### src/rtl/alarm_clock_ctrl_pkg.sv
// Shared types for the alarm clock controller: state encoding, LED codes and
// button arbitration.
package alarm_clock_pkg;

  // state     | meaning
  // S_DISP    | show time, alarms armed
  // S_SET_HR  | edit time hours, time frozen
  // S_SET_MIN | edit time minutes, time frozen
  // S_ALM_SEL | pick slot, toggle its enable
  // S_ALM_HR  | edit selected slot hour
  // S_ALM_MIN | edit selected slot minute
  // S_RING    | alarm sounding
  typedef enum logic [2:0] {
    S_DISP    = 3'd0,
    S_SET_HR  = 3'd1,
    S_SET_MIN = 3'd2,
    S_ALM_SEL = 3'd3,
    S_ALM_HR  = 3'd4,
    S_ALM_MIN = 3'd5,
    S_RING    = 3'd6
  } state_e;

  localparam logic [4:0] LED_DISP    = 5'b00000;
  localparam logic [4:0] LED_SET_HR  = 5'b11000;
  localparam logic [4:0] LED_SET_MIN = 5'b10100;
  localparam logic [4:0] LED_ALM_SEL = 5'b10010;
  localparam logic [4:0] LED_ALM_HR  = 5'b10001;
  localparam logic [4:0] LED_ALM_MIN = 5'b10011;
  localparam logic [4:0] LED_RING    = 5'b11111;

  typedef enum logic [2:0] {
    BTN_NONE = 3'd0,
    BTN_C    = 3'd1,
    BTN_L    = 3'd2,
    BTN_R    = 3'd3,
    BTN_U    = 3'd4,
    BTN_D    = 3'd5
  } btn_e;

  // Only one button is honoured per cycle: C > L > R > U > D.
  function automatic btn_e pick_btn(input logic c, input logic l, input logic r,
                                    input logic u, input logic d);
    if (c) return BTN_C;
    if (l) return BTN_L;
    if (r) return BTN_R;
    if (u) return BTN_U;
    if (d) return BTN_D;
    return BTN_NONE;
  endfunction

  function automatic logic [4:0] mode_led_of(input state_e s);
    case (s)
      S_SET_HR:  return LED_SET_HR;
      S_SET_MIN: return LED_SET_MIN;
      S_ALM_SEL: return LED_ALM_SEL;
      S_ALM_HR:  return LED_ALM_HR;
      S_ALM_MIN: return LED_ALM_MIN;
      S_RING:    return LED_RING;
      default:   return LED_DISP;
    endcase
  endfunction

endpackage

### src/rtl/alarm_clock_ctrl_bcd_hm_counter.sv
// Combinational BCD digit-pair stepper for hours (mod 24) or minutes (mod 60).
// carry_o flags an increment that wrapped to 00.
module bcd_hm_counter #(
  parameter int MODULUS = 60,
  parameter int TW      = (MODULUS == 24) ? 2 : 3
) (
  input  logic [TW-1:0] tens_i,
  input  logic [3:0]    units_i,
  input  logic          inc_i,
  input  logic          dec_i,
  output logic [TW-1:0] tens_o,
  output logic [3:0]    units_o,
  output logic          carry_o
);

  localparam logic [TW-1:0] MAX_T = TW'((MODULUS - 1) / 10);
  localparam logic [3:0]    MAX_U = 4'((MODULUS - 1) % 10);

  always_comb begin
    tens_o  = tens_i;
    units_o = units_i;
    carry_o = 1'b0;
    if (inc_i) begin
      if (tens_i == MAX_T && units_i == MAX_U) begin
        tens_o  = '0;
        units_o = '0;
        carry_o = 1'b1;
      end else if (units_i == 4'd9) begin
        tens_o  = tens_i + 1'b1;
        units_o = '0;
      end else begin
        units_o = units_i + 4'd1;
      end
    end else if (dec_i) begin
      if (tens_i == '0 && units_i == '0) begin
        tens_o  = MAX_T;
        units_o = MAX_U;
      end else if (units_i == '0) begin
        tens_o  = tens_i - 1'b1;
        units_o = 4'd9;
      end else begin
        units_o = units_i - 4'd1;
      end
    end
  end

endmodule

### src/rtl/alarm_clock_ctrl.sv
// Multi-alarm BCD clock: 1 Hz prescaler, time-of-day, alarm slots, button
// edit FSM, snooze and ring timeout.
module alarm_clock_ctrl
  import alarm_clock_pkg::*;
#(
  parameter int NUM_ALARMS     = 4,
  parameter int TICK_DIV       = 200,
  parameter int SNOOZE_MIN     = 5,
  parameter int RING_TIMEOUT_S = 60,
  localparam int IW = (NUM_ALARMS > 1) ? $clog2(NUM_ALARMS) : 1
) (
  input  logic                  clk_200_hz,
  input  logic                  rst,
  input  logic                  btn_u,
  input  logic                  btn_d,
  input  logic                  btn_l,
  input  logic                  btn_r,
  input  logic                  btn_c,
  output logic [1:0]            hr_tens,
  output logic [3:0]            hr_units,
  output logic [2:0]            min_tens,
  output logic [3:0]            min_units,
  output logic [5:0]            sec,
  output logic                  blink,
  output logic                  ring,
  output logic [4:0]            mode_led,
  output logic [IW-1:0]         alm_idx,
  output logic [NUM_ALARMS-1:0] alm_en
);

  localparam int PW = (TICK_DIV > 1) ? $clog2(TICK_DIV) : 1;
  localparam int RW = $clog2(RING_TIMEOUT_S + 1);
  localparam logic [IW-1:0] LAST_IDX = IW'(NUM_ALARMS - 1);
  localparam logic [3:0]    SNZ_U    = 4'(SNOOZE_MIN % 10);
  localparam logic [2:0]    SNZ_T    = 3'(SNOOZE_MIN / 10);

  state_e                state_q, state_d;
  logic [PW-1:0]         presc_q, presc_d;
  logic                  blink_q;
  logic [5:0]            sec_q, sec_d;
  logic [1:0]            hr_t_q, hr_t_d;
  logic [3:0]            hr_u_q, hr_u_d;
  logic [2:0]            min_t_q, min_t_d;
  logic [3:0]            min_u_q, min_u_d;
  logic [1:0]            ah_t_q [NUM_ALARMS];
  logic [3:0]            ah_u_q [NUM_ALARMS];
  logic [2:0]            am_t_q [NUM_ALARMS];
  logic [3:0]            am_u_q [NUM_ALARMS];
  logic [1:0]            ah_t_d;
  logic [3:0]            ah_u_d, am_u_d;
  logic [2:0]            am_t_d;
  logic [NUM_ALARMS-1:0] alm_en_q, alm_en_d;
  logic [IW-1:0]         alm_idx_q, alm_idx_d;
  logic [1:0]            snz_ht_q, snz_ht_d, snz_ht_n;
  logic [3:0]            snz_hu_q, snz_hu_d, snz_hu_n, snz_mu_q, snz_mu_d, snz_mu_n;
  logic [2:0]            snz_mt_q, snz_mt_d, snz_mt_n;
  logic                  snz_vld_q, snz_vld_d;
  logic [RW-1:0]         ring_cnt_q, ring_cnt_d;

  btn_e       btn;
  logic       sec_tick, tick_en, sec_wrap, min_carry, match_any, hit, alm_view;
  logic [4:0] snz_usum;
  logic [3:0] snz_tsum;
  logic       snz_uc, snz_hc;
  logic       hr_carry_unused, ah_carry_unused, am_carry_unused, sh_carry_unused;

  assign btn      = pick_btn(btn_c, btn_l, btn_r, btn_u, btn_d);
  assign sec_tick = (presc_q == PW'(TICK_DIV - 1));
  assign presc_d  = sec_tick ? '0 : presc_q + 1'b1;
  assign tick_en  = sec_tick && (state_q != S_SET_HR) && (state_q != S_SET_MIN);
  assign sec_wrap = tick_en && (sec_q == 6'd59);

  bcd_hm_counter #(.MODULUS(60)) u_min (
    .tens_i(min_t_q), .units_i(min_u_q),
    .inc_i(sec_wrap || (state_q == S_SET_MIN && btn == BTN_U)),
    .dec_i(state_q == S_SET_MIN && btn == BTN_D),
    .tens_o(min_t_d), .units_o(min_u_d), .carry_o(min_carry)
  );

  bcd_hm_counter #(.MODULUS(24)) u_hr (
    .tens_i(hr_t_q), .units_i(hr_u_q),
    .inc_i((sec_wrap && min_carry) || (state_q == S_SET_HR && btn == BTN_U)),
    .dec_i(state_q == S_SET_HR && btn == BTN_D),
    .tens_o(hr_t_d), .units_o(hr_u_d), .carry_o(hr_carry_unused)
  );

  bcd_hm_counter #(.MODULUS(24)) u_alm_hr (
    .tens_i(ah_t_q[alm_idx_q]), .units_i(ah_u_q[alm_idx_q]),
    .inc_i(state_q == S_ALM_HR && btn == BTN_U),
    .dec_i(state_q == S_ALM_HR && btn == BTN_D),
    .tens_o(ah_t_d), .units_o(ah_u_d), .carry_o(ah_carry_unused)
  );

  bcd_hm_counter #(.MODULUS(60)) u_alm_min (
    .tens_i(am_t_q[alm_idx_q]), .units_i(am_u_q[alm_idx_q]),
    .inc_i(state_q == S_ALM_MIN && btn == BTN_U),
    .dec_i(state_q == S_ALM_MIN && btn == BTN_D),
    .tens_o(am_t_d), .units_o(am_u_d), .carry_o(am_carry_unused)
  );

  // Snooze target: current minutes + SNOOZE_MIN in BCD, carrying into the hour.
  always_comb begin
    snz_usum = {1'b0, min_u_q} + {1'b0, SNZ_U};
    snz_uc   = (snz_usum >= 5'd10);
    snz_mu_n = snz_uc ? 4'(snz_usum - 5'd10) : snz_usum[3:0];
    snz_tsum = {1'b0, min_t_q} + {1'b0, SNZ_T} + {3'b000, snz_uc};
    snz_hc   = (snz_tsum >= 4'd6);
    snz_mt_n = snz_hc ? 3'(snz_tsum - 4'd6) : snz_tsum[2:0];
  end

  bcd_hm_counter #(.MODULUS(24)) u_snz_hr (
    .tens_i(hr_t_q), .units_i(hr_u_q), .inc_i(snz_hc), .dec_i(1'b0),
    .tens_o(snz_ht_n), .units_o(snz_hu_n), .carry_o(sh_carry_unused)
  );

  always_comb begin
    match_any = 1'b0;
    for (int i = 0; i < NUM_ALARMS; i++) begin
      if (alm_en_q[i] && ah_t_q[i] == hr_t_d && ah_u_q[i] == hr_u_d &&
          am_t_q[i] == min_t_d && am_u_q[i] == min_u_d)
        match_any = 1'b1;
    end
    if (snz_vld_q && snz_ht_q == hr_t_d && snz_hu_q == hr_u_d &&
        snz_mt_q == min_t_d && snz_mu_q == min_u_d)
      match_any = 1'b1;
  end

  // Any button in the rollover cycle takes precedence and the match is dropped.
  assign hit = sec_wrap && (state_q == S_DISP) && (btn == BTN_NONE) && match_any;

  always_comb begin
    state_d    = state_q;
    sec_d      = sec_q;
    alm_idx_d  = alm_idx_q;
    alm_en_d   = alm_en_q;
    snz_ht_d   = snz_ht_q;
    snz_hu_d   = snz_hu_q;
    snz_mt_d   = snz_mt_q;
    snz_mu_d   = snz_mu_q;
    snz_vld_d  = snz_vld_q;
    ring_cnt_d = ring_cnt_q;
    if (tick_en) sec_d = (sec_q == 6'd59) ? '0 : sec_q + 6'd1;
    case (state_q)
      S_DISP: begin
        if (btn == BTN_C) state_d = S_SET_HR;
        else if (btn == BTN_L) state_d = S_ALM_SEL;
        else if (hit) begin
          state_d    = S_RING;
          ring_cnt_d = RW'(RING_TIMEOUT_S);
          snz_vld_d  = 1'b0;
        end
      end
      S_SET_HR: begin
        if (btn == BTN_C) state_d = S_DISP;
        else if (btn == BTN_R) state_d = S_SET_MIN;
      end
      S_SET_MIN: begin
        if (btn == BTN_C) state_d = S_DISP;
        else if (btn == BTN_L) state_d = S_SET_HR;
      end
      S_ALM_SEL: begin
        case (btn)
          BTN_C: state_d = S_ALM_HR;
          BTN_L: state_d = S_DISP;
          BTN_R: alm_en_d[alm_idx_q] = ~alm_en_q[alm_idx_q];
          BTN_U: alm_idx_d = (alm_idx_q == LAST_IDX) ? '0 : alm_idx_q + 1'b1;
          BTN_D: alm_idx_d = (alm_idx_q == '0) ? LAST_IDX : alm_idx_q - 1'b1;
          default: ;
        endcase
      end
      S_ALM_HR: begin
        if (btn == BTN_C) state_d = S_ALM_SEL;
        else if (btn == BTN_R) state_d = S_ALM_MIN;
      end
      S_ALM_MIN: begin
        if (btn == BTN_C) begin
          state_d             = S_ALM_SEL;
          alm_en_d[alm_idx_q] = 1'b1;
        end else if (btn == BTN_L) state_d = S_ALM_HR;
      end
      S_RING: begin
        if (btn == BTN_C) state_d = S_DISP;
        else if (btn != BTN_NONE) begin
          state_d   = S_DISP;
          snz_ht_d  = snz_ht_n;
          snz_hu_d  = snz_hu_n;
          snz_mt_d  = snz_mt_n;
          snz_mu_d  = snz_mu_n;
          snz_vld_d = 1'b1;
        end else if (sec_tick) begin
          if (ring_cnt_q <= RW'(1)) state_d = S_DISP;
          else ring_cnt_d = ring_cnt_q - 1'b1;
        end
      end
      default: state_d = S_DISP;
    endcase
    if (state_d == S_SET_HR) sec_d = '0;
  end

  always_ff @(posedge clk_200_hz or posedge rst) begin
    if (rst) begin
      state_q    <= S_DISP;
      presc_q    <= '0;
      blink_q    <= 1'b0;
      sec_q      <= '0;
      hr_t_q     <= '0;
      hr_u_q     <= '0;
      min_t_q    <= '0;
      min_u_q    <= '0;
      alm_en_q   <= '0;
      alm_idx_q  <= '0;
      snz_ht_q   <= '0;
      snz_hu_q   <= '0;
      snz_mt_q   <= '0;
      snz_mu_q   <= '0;
      snz_vld_q  <= 1'b0;
      ring_cnt_q <= '0;
      for (int i = 0; i < NUM_ALARMS; i++) begin
        ah_t_q[i] <= '0;
        ah_u_q[i] <= '0;
        am_t_q[i] <= '0;
        am_u_q[i] <= '0;
      end
    end else begin
      state_q    <= state_d;
      presc_q    <= presc_d;
      blink_q    <= (presc_d < PW'(TICK_DIV / 2));
      sec_q      <= sec_d;
      hr_t_q     <= hr_t_d;
      hr_u_q     <= hr_u_d;
      min_t_q    <= min_t_d;
      min_u_q    <= min_u_d;
      alm_en_q   <= alm_en_d;
      alm_idx_q  <= alm_idx_d;
      snz_ht_q   <= snz_ht_d;
      snz_hu_q   <= snz_hu_d;
      snz_mt_q   <= snz_mt_d;
      snz_mu_q   <= snz_mu_d;
      snz_vld_q  <= snz_vld_d;
      ring_cnt_q <= ring_cnt_d;
      if (state_q == S_ALM_HR) begin
        ah_t_q[alm_idx_q] <= ah_t_d;
        ah_u_q[alm_idx_q] <= ah_u_d;
      end
      if (state_q == S_ALM_MIN) begin
        am_t_q[alm_idx_q] <= am_t_d;
        am_u_q[alm_idx_q] <= am_u_d;
      end
    end
  end

  assign alm_view  = (state_q == S_ALM_HR) || (state_q == S_ALM_MIN);
  assign hr_tens   = alm_view ? ah_t_q[alm_idx_q] : hr_t_q;
  assign hr_units  = alm_view ? ah_u_q[alm_idx_q] : hr_u_q;
  assign min_tens  = alm_view ? am_t_q[alm_idx_q] : min_t_q;
  assign min_units = alm_view ? am_u_q[alm_idx_q] : min_u_q;
  assign sec       = sec_q;
  assign blink     = blink_q;
  assign ring      = (state_q == S_RING);
  assign mode_led  = mode_led_of(state_q);
  assign alm_idx   = alm_idx_q;
  assign alm_en    = alm_en_q;

endmodule

### config.mk
export PLATFORM = sky130hd
export DESIGN_NAME = alarm_clock_ctrl
export DESIGN_NICKNAME = d
export VERILOG_FILES = /design/src/rtl/alarm_clock_ctrl_pkg.sv /design/src/rtl/alarm_clock_ctrl_bcd_hm_counter.sv /design/src/rtl/alarm_clock_ctrl.sv
export SDC_FILE = /design/constraint.sdc
export NUM_CORES = 1
export LEC_CHECK = 0
export CAP_MARGIN = 20
export CORE_ASPECT_RATIO = 0.5
export CORE_MARGIN = 3
export CORE_UTILIZATION = 60
export DETAILED_ROUTE_END_ITERATION = 12
export GPL_ROUTABILITY_DRIVEN = 0
export HOLD_SLACK_MARGIN = 0.05
export PLACE_DENSITY = 0.85
export SLEW_MARGIN = 20
export SYNTH_ARGS = -nofsm -noshare
export SYNTH_HDL_FRONTEND = slang
export SYNTH_HIERARCHICAL = 1
export SYNTH_SLANG_ARGS = --single-unit
### constraint.sdc
create_clock -name clk_200_hz -period 5 [get_ports clk_200_hz]
set_clock_uncertainty 0.05 [all_clocks]
set_input_delay 1 -clock clk_200_hz [delete_from_list [all_inputs] [get_ports clk_200_hz]]
set_output_delay 1 -clock clk_200_hz [all_outputs]
set_load 0.02 [all_outputs]
======== Word-level counts from Yosys, hierarchy flattened ========
Cells that the tools add are included.
storage, ports and cells
  bits in registers ....................... 109
  input bits .............................. 7
  output and inout port bits .............. 32
  word-level logic and storage cells ...... 352
cells by class
  add/sub/neg operators ................... 25
  magnitude comparators ................... 8
  eq/ne operators ......................... 57
  mux-type cells .......................... 157
  bitwise logic cells ..................... 4
  reductions and logical operators ........ 69
operator list
  operator                                           number
  two-way mux 4 bit                                  35
  two-way mux 3 bit                                  42
  two-way mux 6 bit                                  10
  logical AND 1 bit                                  45
  == test 4 bit                                      10
  two-way mux 2 bit                                  19
  bitwise mux 16 bit                                 2
  case mux 5 bit (6 select lines)                    1
  two-way mux 1 bit                                  29
  == test 3 bit (second input constant)              7
  case mux 3 bit (7 select lines)                    1
  adder 4 x 1 -> 4 bit (second input constant)       4
  binary-select mux 4 bit (select 2 bit)             2
  == test 4 bit (second input constant)              4
  logical NOT 4 bit                                  4
  != test 2 bit (second input constant)              8
  subtractor 4 x 1 -> 4 bit (second input constant)  4
  == test 3 bit                                      5
  bitwise mux 12 bit                                 1
  == test 3 x 2 -> 1 bit (second input constant)     4
  logical NOT 3 bit                                  4
  case mux 6 bit (2 select lines)                    1
  == test 2 bit                                      5
  == test 3 x 1 -> 1 bit (second input constant)     3
  51 further kinds                                   70

======== Longest topological paths before layout ========
Gate-level depths: netlist of run 1.
  depth in word-level cells ............... 40
  mapped depth ............................ 24
  gate-level depth less buffers ........... 20

======== Cells and area by module ========
Netlist of run 1, hierarchy kept.
modules (own cells, without submodules)
  module                           times used  cells each  area each (µm²)  sequential area each (µm²)
  alarm_clock_ctrl                 1           548         6,075.8          2,727.6
  bcd_hm_counter at u_alm_min ...  2           67          432.9            0.0
  bcd_hm_counter at u_alm_hr ...   2           53          374.1            0.0
  bcd_hm_counter at u_snz_hr       1           54          421.7            0.0

======== Worst setup path after synthesis of run 1 ========
No wires, ideal clock.
  path kind ............................... input to register
  start point ............................. input btn_r
  end point ............................... register ring_cnt_q[0]
  setup time .............................. 0.127 ns
  arrival time ............................ 4.593 ns
  data required time ...................... 4.823 ns
  slack ................................... 0.229 ns
  cell stages on the path ................. 21
  buffers on the path ..................... 3
  cells stage by stage .................... nor3_2 -> nand2_1 -> o32ai_1 -> clkbuf_1 -> nand3_1 -> nor2_1 -> nand3_1 -> o21ai_0 -> clkbuf_1 -> nand2_1 -> o2bb2ai_1 -> a32oi_1 -> o21ai_0 -> buf_2 -> xnor2_1 -> nand4_1 -> nor4_1 -> nor3_1 -> a21o_1 -> nand2_1 -> mux2_1
on the way
  elaborated cells on any way between the ends .. 86
  those cells by class .................... eq/ne (29); mux (25); reduce/logical (32)
RTL lines
  element                                   line                        source
  start: declaration                        alarm_clock_ctrl.sv:17      input logic btn_r,
  two-way mux 3 bit                         alarm_clock_ctrl_pkg.sv:45  if (r) return BTN_R;
  two-way mux 3 bit                         alarm_clock_ctrl_pkg.sv:46  if (u) return BTN_U;
  two-way mux 3 bit                         alarm_clock_ctrl_pkg.sv:47  if (d) return BTN_D;
  two-way mux 3 bit                         alarm_clock_ctrl_pkg.sv:48  return BTN_NONE;
  two-way mux 3 bit                         alarm_clock_ctrl_pkg.sv:47
  two-way mux 3 bit (*)                     alarm_clock_ctrl_pkg.sv:46
  two-way mux 3 bit (*)                     alarm_clock_ctrl_pkg.sv:45
  two-way mux 3 bit (*)                     alarm_clock_ctrl_pkg.sv:44  if (l) return BTN_L;
  [... 4 more ...]                          -
  named net min_carry                       alarm_clock_ctrl.sv:61      logic sec_tick, tick_en, sec_wrap, min_carry, match_any, hit, alm_view;
  [... 3 more ...]                          -
  named net hr_u_d[2]                       alarm_clock_ctrl.sv:42      logic [3:0] hr_u_q, hr_u_d;
  == test 4 bit                             alarm_clock_ctrl.sv:119     if (alm_en_q[i] && ah_t_q[i] == hr_t_d && ah_u_q[i] == hr_u_d &&
  logical AND 1 bit (2 in a row)            alarm_clock_ctrl.sv:119
  logical AND 1 bit                         alarm_clock_ctrl.sv:120     am_t_q[i] == min_t_d && am_u_q[i] == min_u_d)
  two-way mux 1 bit (4 in a row)            alarm_clock_ctrl.sv:119
  two-way mux 1 bit (*)                     alarm_clock_ctrl.sv:123     if (snz_vld_q && snz_ht_q == hr_t_d && snz_hu_q == hr_u_d &&
  logical AND 1 bit (*)                     alarm_clock_ctrl.sv:129     assign hit = sec_wrap && (state_q == S_DISP) && (btn == BTN_NONE) && match_any;
  != test 2 bit (no source line) (*)        -
  AND reduction 8 bit (no source line) (*)  -
  end signal: assignment                    alarm_clock_ctrl.sv:240     ring_cnt_q <= ring_cnt_d;
  end: declaration                          alarm_clock_ctrl.sv:58      logic [RW-1:0] ring_cnt_q, ring_cnt_d;
The timed path passes the listed nets; every way through them passes the cells marked *. The select of a mux whose other input is x is not followed.
A chain may end at the register's enable or synchronous reset.

======== Final worst setup path of run 1 ========
  start point ............................. input btn_r
  end point ............................... register ring_cnt_q[1]
The elaborated chain is that of the path after synthesis.

==> results of run 1 <==
-- power groups by stage --
stage | clock (mW) | combinational (mW) | sequential, mW
6_report | 0.714 | 2.13 | 1.37
5_1_grt | 0.757 | 2.28 | 1.39
4_1_cts | 0.719 | 2.08 | 1.35
3_5_place_dp | 0 | 2.05 | 1.37
3_3_place_gp | 0 | 1.99 | 1.35
2_1_floorplan | 0 | 1.59 | 1.24
-- critical path, delay by kind of cell --
kind / cells / cell delay (ps)
AO/OA/AOI/OAI: 6 / 1140
XOR/XNOR: 1 / 130
buffers and inverters: 3 / 850
multiplexers: 1 / 330
AND/OR/NAND/NOR: 10 / 1490
-- final cells by class --
type                            instances  share of cell area, %
Multi-Input combinational cell        649                   55.7
Clock inverter                          6                  0.584
Clock buffer                           10                   2.66
Inverter                               40                   1.70
Tap cell                              170                   2.37
Timing Repair Buffer                   67                   6.65
Sequential cell                       109                   30.3
-- final timing paths --
path                            startpoint             to  slack [ps]  cells after the start
worst min register to register  presc_q[0]     presc_q[0]         420                      1
worst max-delay path                 btn_r  ring_cnt_q[1]         260                     21
worst max register to register  presc_q[0]  ring_cnt_q[1]         500                     19
min in group asynchronous              rst         sec[4]        1040                      2
worst min-delay path            presc_q[0]     presc_q[0]         420                      1
max in group asynchronous              rst      ah_u_q[3]        2980                      3
-- layer usage --
metal	vias to the layer above	track usage (%)
met5	-	0
met1	3402	38.6
met2	362	46.5
met4	0	10.0
li1	3067	-
met3	71	7.62
-- timing repair --
action | CTS | global route
setup endpoints to repair | 0 | 9
resized for setup | 0 | 3
endpoints found under the hold margin | 0 | 0
-- sequential cells by signal (all words and copies together) (netlist names), 3 cells and up --
signal / cells
ah_u_q: 16
snz_hu_q: 4
snz_mt_q: 3
alm_en: 4
hr_u_q: 4
presc_q: 8
snz_mu_q: 4
ah_t_q: 8
ring_cnt_q: 6
min_u_q: 4
am_t_q: 12
sec: 6
state_q: 3
min_t_q: 3
am_u_q: 16
==> impl_metrics.json, run 1 <==
{
  "status": "finished, final reports clean",
  "hold_buffers": 0,
  "met1_length_um": 8910,
  "power_leakage_nw": 3.74,
  "grt_antenna_before_repair": 0,
  "die_h_um": 88.1,
  "cts_buffers": 9,
  "wl_met2_um": 9840,
  "highest_layer": "met4",
  "finalHoldViolations": 0,
  "peakVddDrop_uv": 246,
  "io_pins": 39,
  "antenna_cells": 0,
  "fmax_ghz": 0.211,
  "final_cell_mix": "dfrtp_1 (109), mux2_2 (74), nand2_1 (69)",
  "total_power_mw": 4.21,
  "port_buffers": 38,
  "vias_per_cell": 6.57,
  "drcViolationCount": 0,
  "cap_violations": 0,
  "start_util_pct": 62.6,
  "clockBufferDepth": 2,
  "crit_path_max_incr_delay_ps": 470,
  "syn_area_per_cell_um2": 9.66,
  "grt_pass1_wl_um": 34200,
  "p_int_mw": 2.39,
  "layout-drive-gt1-share_pct": 18.5,
  "numClockSinks": 109,
  "switchingPower_mw": 1.82,
  "layout_commonest_cell": "dfrtp_1",
  "min_path_type": "reg2reg",
  "path_common_cell": "nand2_1",
  "cts_tree": "done",
  "cp_cell_sequence": "clkdlybuf4s50_1 -> nor3_2 -> nand2_1 -> o32ai_2 -> nand3_1 -> nor2_1 -> nand3_1 -> o21ai_2 -> buf_4 -> nand2_1 -> o2bb2ai_1 -> a32oi_1 -> o21ai_0 -> buf_4 -> xnor2_1 -> nand4_1 -> nor4_1 -> nor3_1 -> a21o_1 -> nand2_1 -> mux2_1",
  "htreeDepth": 3,
  "path_max_fanout": 6,
  "core_um2": 12900,
  "instances_no_fill": 1051,
  "multi_input_area_um2": 5010,
  "clock_latency_ps": 360,
  "clockPowerShare_pct": 17.0,
  "drv_slew": 0,
  "met3_wirelength_um": 2030,
  "placed_cell_area_um2": 8690,
  "routedWlPerCell_um": 20.4,
  "drtIter0Drc": 856,
  "die_area_um2": 15000,
  "final-setup-viol-count": 0,
  "setup_tns_ps": 0,
  "crit_type": "in2reg",
  "die_x_um": 170,
  "place_hpwl_um": 15300,
  "crit_arrival_ps": 4930,
  "start_kind": "input port",
  "slew_headroom_pct": 39.6,
  "final_util_pct": 69.6,
  "hold-worst-slack_ps": 415,
  "drtPass1Iterations": 5,
  "grt_pass1_vias": 6647,
  "cp.required_ps": 5190,
  "num-fill-cells": 928,
  "p_sw_share_pct": 43.2,
  "grt_max_degree": 52,
  "path_clk_slew_ps": 70,
  "post_cts.repair.setup_buffers": 0,
  "synth_area_um2": 8090,
  "syn_inst": 837,
  "dpl.cell_count": 1035,
  "worst_slew_pin_slew_ps": 906,
  "cp_slowest_cell": "clkdlybuf4s50_1",
  "root_buffer": "clkbuf_16",
  "seq_area_um2": 2730,
  "fin_crit_ps": 4740,
  "synth_warnings": 6,
  "via_count": 6902,
  "power_density_nw_per_um2": 468,
  "p_comb_share_pct": 50.6,
  "grt_use_total_pct": 28.9,
  "layout.nets": 927,
  "setup_ws_ps": 262,
  "finalWirelength_um": 21400,
  "worstSetupEndpointType": "flop",
  "pwr-share-seq_pct": 32.5,
  "overflow": 0,
  "ant_nets": 0,
  "synthToLayoutAreaGrowth_pct": 11.2,
  "rows": 29,
  "rsz0062_at_grt": "false",
  "design_area_um2": 8990,
  "fin_crit_sh_pct": 94.8,
  "dpl_worst_slack_ps": -108
}
Note: power is estimated with default switching activity, not from simulation.
==> run 2, diff against run 1 <==
- ABC_AREA: default -> 1
- CORE_MARGIN: 3 -> 2
==> impl_metrics.json, run 2 <==
{
  "multi_input_area_um2": 5190,
  "overflow": 0,
  "design_area_um2": 9660,
  "path_common_cell": "nand2_1",
  "min_path_type": "reg2reg",
  "via_count": 9138,
  "power_leakage_nw": 4.99,
  "port_buffers": 38,
  "final-setup-viol-count": 0,
  "die_area_um2": 15600,
  "fmax_ghz": 0.218,
  "hold_end": "presc_q[0]",
  "path_buf_inv": 7,
  "synth_warnings": 6,
  "reg.largest.list": "ah_u_q x16, am_u_q x16, am_t_q x12",
  "cap_violations": 0,
  "antenna_cells": 0,
  "drtPass1Iterations": 8,
  "cp_slowest_cell": "clkdlybuf4s50_1",
  "start_util_pct": 60.9,
  "drtIter0Drc": 1054,
  "numClockSinks": 109,
  "hp-start": "presc_q[0]",
  "seq_area_um2": 2730,
  "power_density_nw_per_um2": 672,
  "setup_tns_ps": 0,
  "worst_r2r_startpoint": "presc_q[0]",
  "final_cell_mix": "nand2_1 (453), inv_1 (153), o21ai_0 (138)",
  "layout-drive-gt1-share_pct": 9.30,
  "finalHoldViolations": 0,
  "r2r-end": "ring_cnt_q[0]",
  "r2r_setup_slack_ps": 700,
  "htreeDepth": 3,
  "grt_use_total_pct": 31.9,
  "crit_path_max_incr_delay_ps": 430,
  "slew_headroom_pct": 35.7,
  "synthToLayoutAreaGrowth_pct": 10.9,
  "cts_tree": "done",
  "drv_slew": 0,
  "syn_area_per_cell_um2": 6.52,
  "drcViolationCount": 0,
  "start_kind": "input port",
  "placed_cell_area_um2": 9340,
  "layout_commonest_cell": "nand2_1",
  "grt_pass1_wl_um": 39800,
  "layout.nets": 1433,
  "synth_area_um2": 8720,
  "num-fill-cells": 1153,
  "rows": 31,
  "whs_path_depth": 1,
  "core_um2": 14300,
  "worst_slew_pin_slew_ps": 964,
  "clock_latency_ps": 370,
  "die_h_um": 89.2,
  "path_clk_slew_ps": 80,
  "dpl.cell_count": 1566,
  "path_max_fanout": 9,
  "finalWirelength_um": 24800,
  "crit_type": "in2reg",
  "worstSetupEndpointType": "flop",
  "routedWlPerCell_um": 15.6,
  "fin_crit_ps": 4580,
  "cp.required_ps": 5260,
  "syn_inst": 1336,
  "place_hpwl_um": 18100,
  "grt_pass1_vias": 8265,
  "instances_no_fill": 1585,
  "rr_worst_depth": 31,
  "total_power_mw": 6.49,
  "grt_antenna_before_repair": 0,
  "clockBufferDepth": 2,
  "crit_arrival_ps": 4840,
  "critPathTopFamily": "simple AND/OR/NAND/NOR gates",
  "peakVddDrop_uv": 266,
  "fin_crit_sh_pct": 91.7,
  "status": "finished, final reports clean",
  "die_x_um": 174,
  "vias_per_cell": 5.77,
  "io_pins": 39,
  "root_buffer": "clkbuf_16",
  "hold-worst-slack_ps": 419,
  "hold_buffers": 0,
  "cts_buffers": 9,
  "grt_max_degree": 78,
  "ant_nets": 0
}
[run 2: repair_timing]
action                     in CTS  in global routing
resized for setup               0                  1
setup buffers                   0                  3
setup endpoints to repair       0                 12
[run 2: how the worst max path moves through the flow]
stage	start	to	slack, ps	depth (start not counted)
finish	btn_c	ring_cnt_q[0]	420	28
global route	btn_c	ring_cnt_q[0]	-10	28
CTS	btn_c	ring_cnt_q[4]	410	28
detailed placement	btn_c	sec[2]	140	25
global placement	btn_c	sec[3]	290	25
floorplan	btn_c	sec[3]	1010	25
[run 2: final cells by class]
type / count / share of cell area, %
multi-input cells: 1025 / 53.7
flip-flops and latches: 109 / 28.2
well taps: 198 / 2.56
repair buffers: 53 / 5.10
clock buffers: 9 / 2.33
inverters: 184 / 7.29
clock inverters: 7 / 0.790
[run 2: worst reg2reg max path, delay by kind of cell, from the launching register on]
kind,cells,cell delay [ps]
flip-flops,1,380
AND/OR/NAND/NOR,18,1900
AO/OA/AOI/OAI,5,760
adder cells (fa/ha/maj),1,220
buffers and inverters,7,960
[run 2: per-layer routing]
layer / GRT usage [%] / routed length [µm]
met5: 0 / 0
met4: 13.9 / 693
met3: 6.55 / 2590
met2: 52.4 / 11100
met1: 42.0 / 10400
[run 2: stage by stage]
step	worst slack [ps]	util (%)
3_3_place_gp	286	65.3
5_1_grt	-14.4	67.5
4_1_cts	415	67.4
2_1_floorplan	1010	-
3_5_place_dp	138	65.3
6_report	417	67.5
[run 2: power breakdown]
part | internal [mW] | switching, mW
Combinational | 1.41 | 2.59
Clock | 0.357 | 0.377
Sequential | 1.23 | 0.525
Total | 3.00 | 3.49
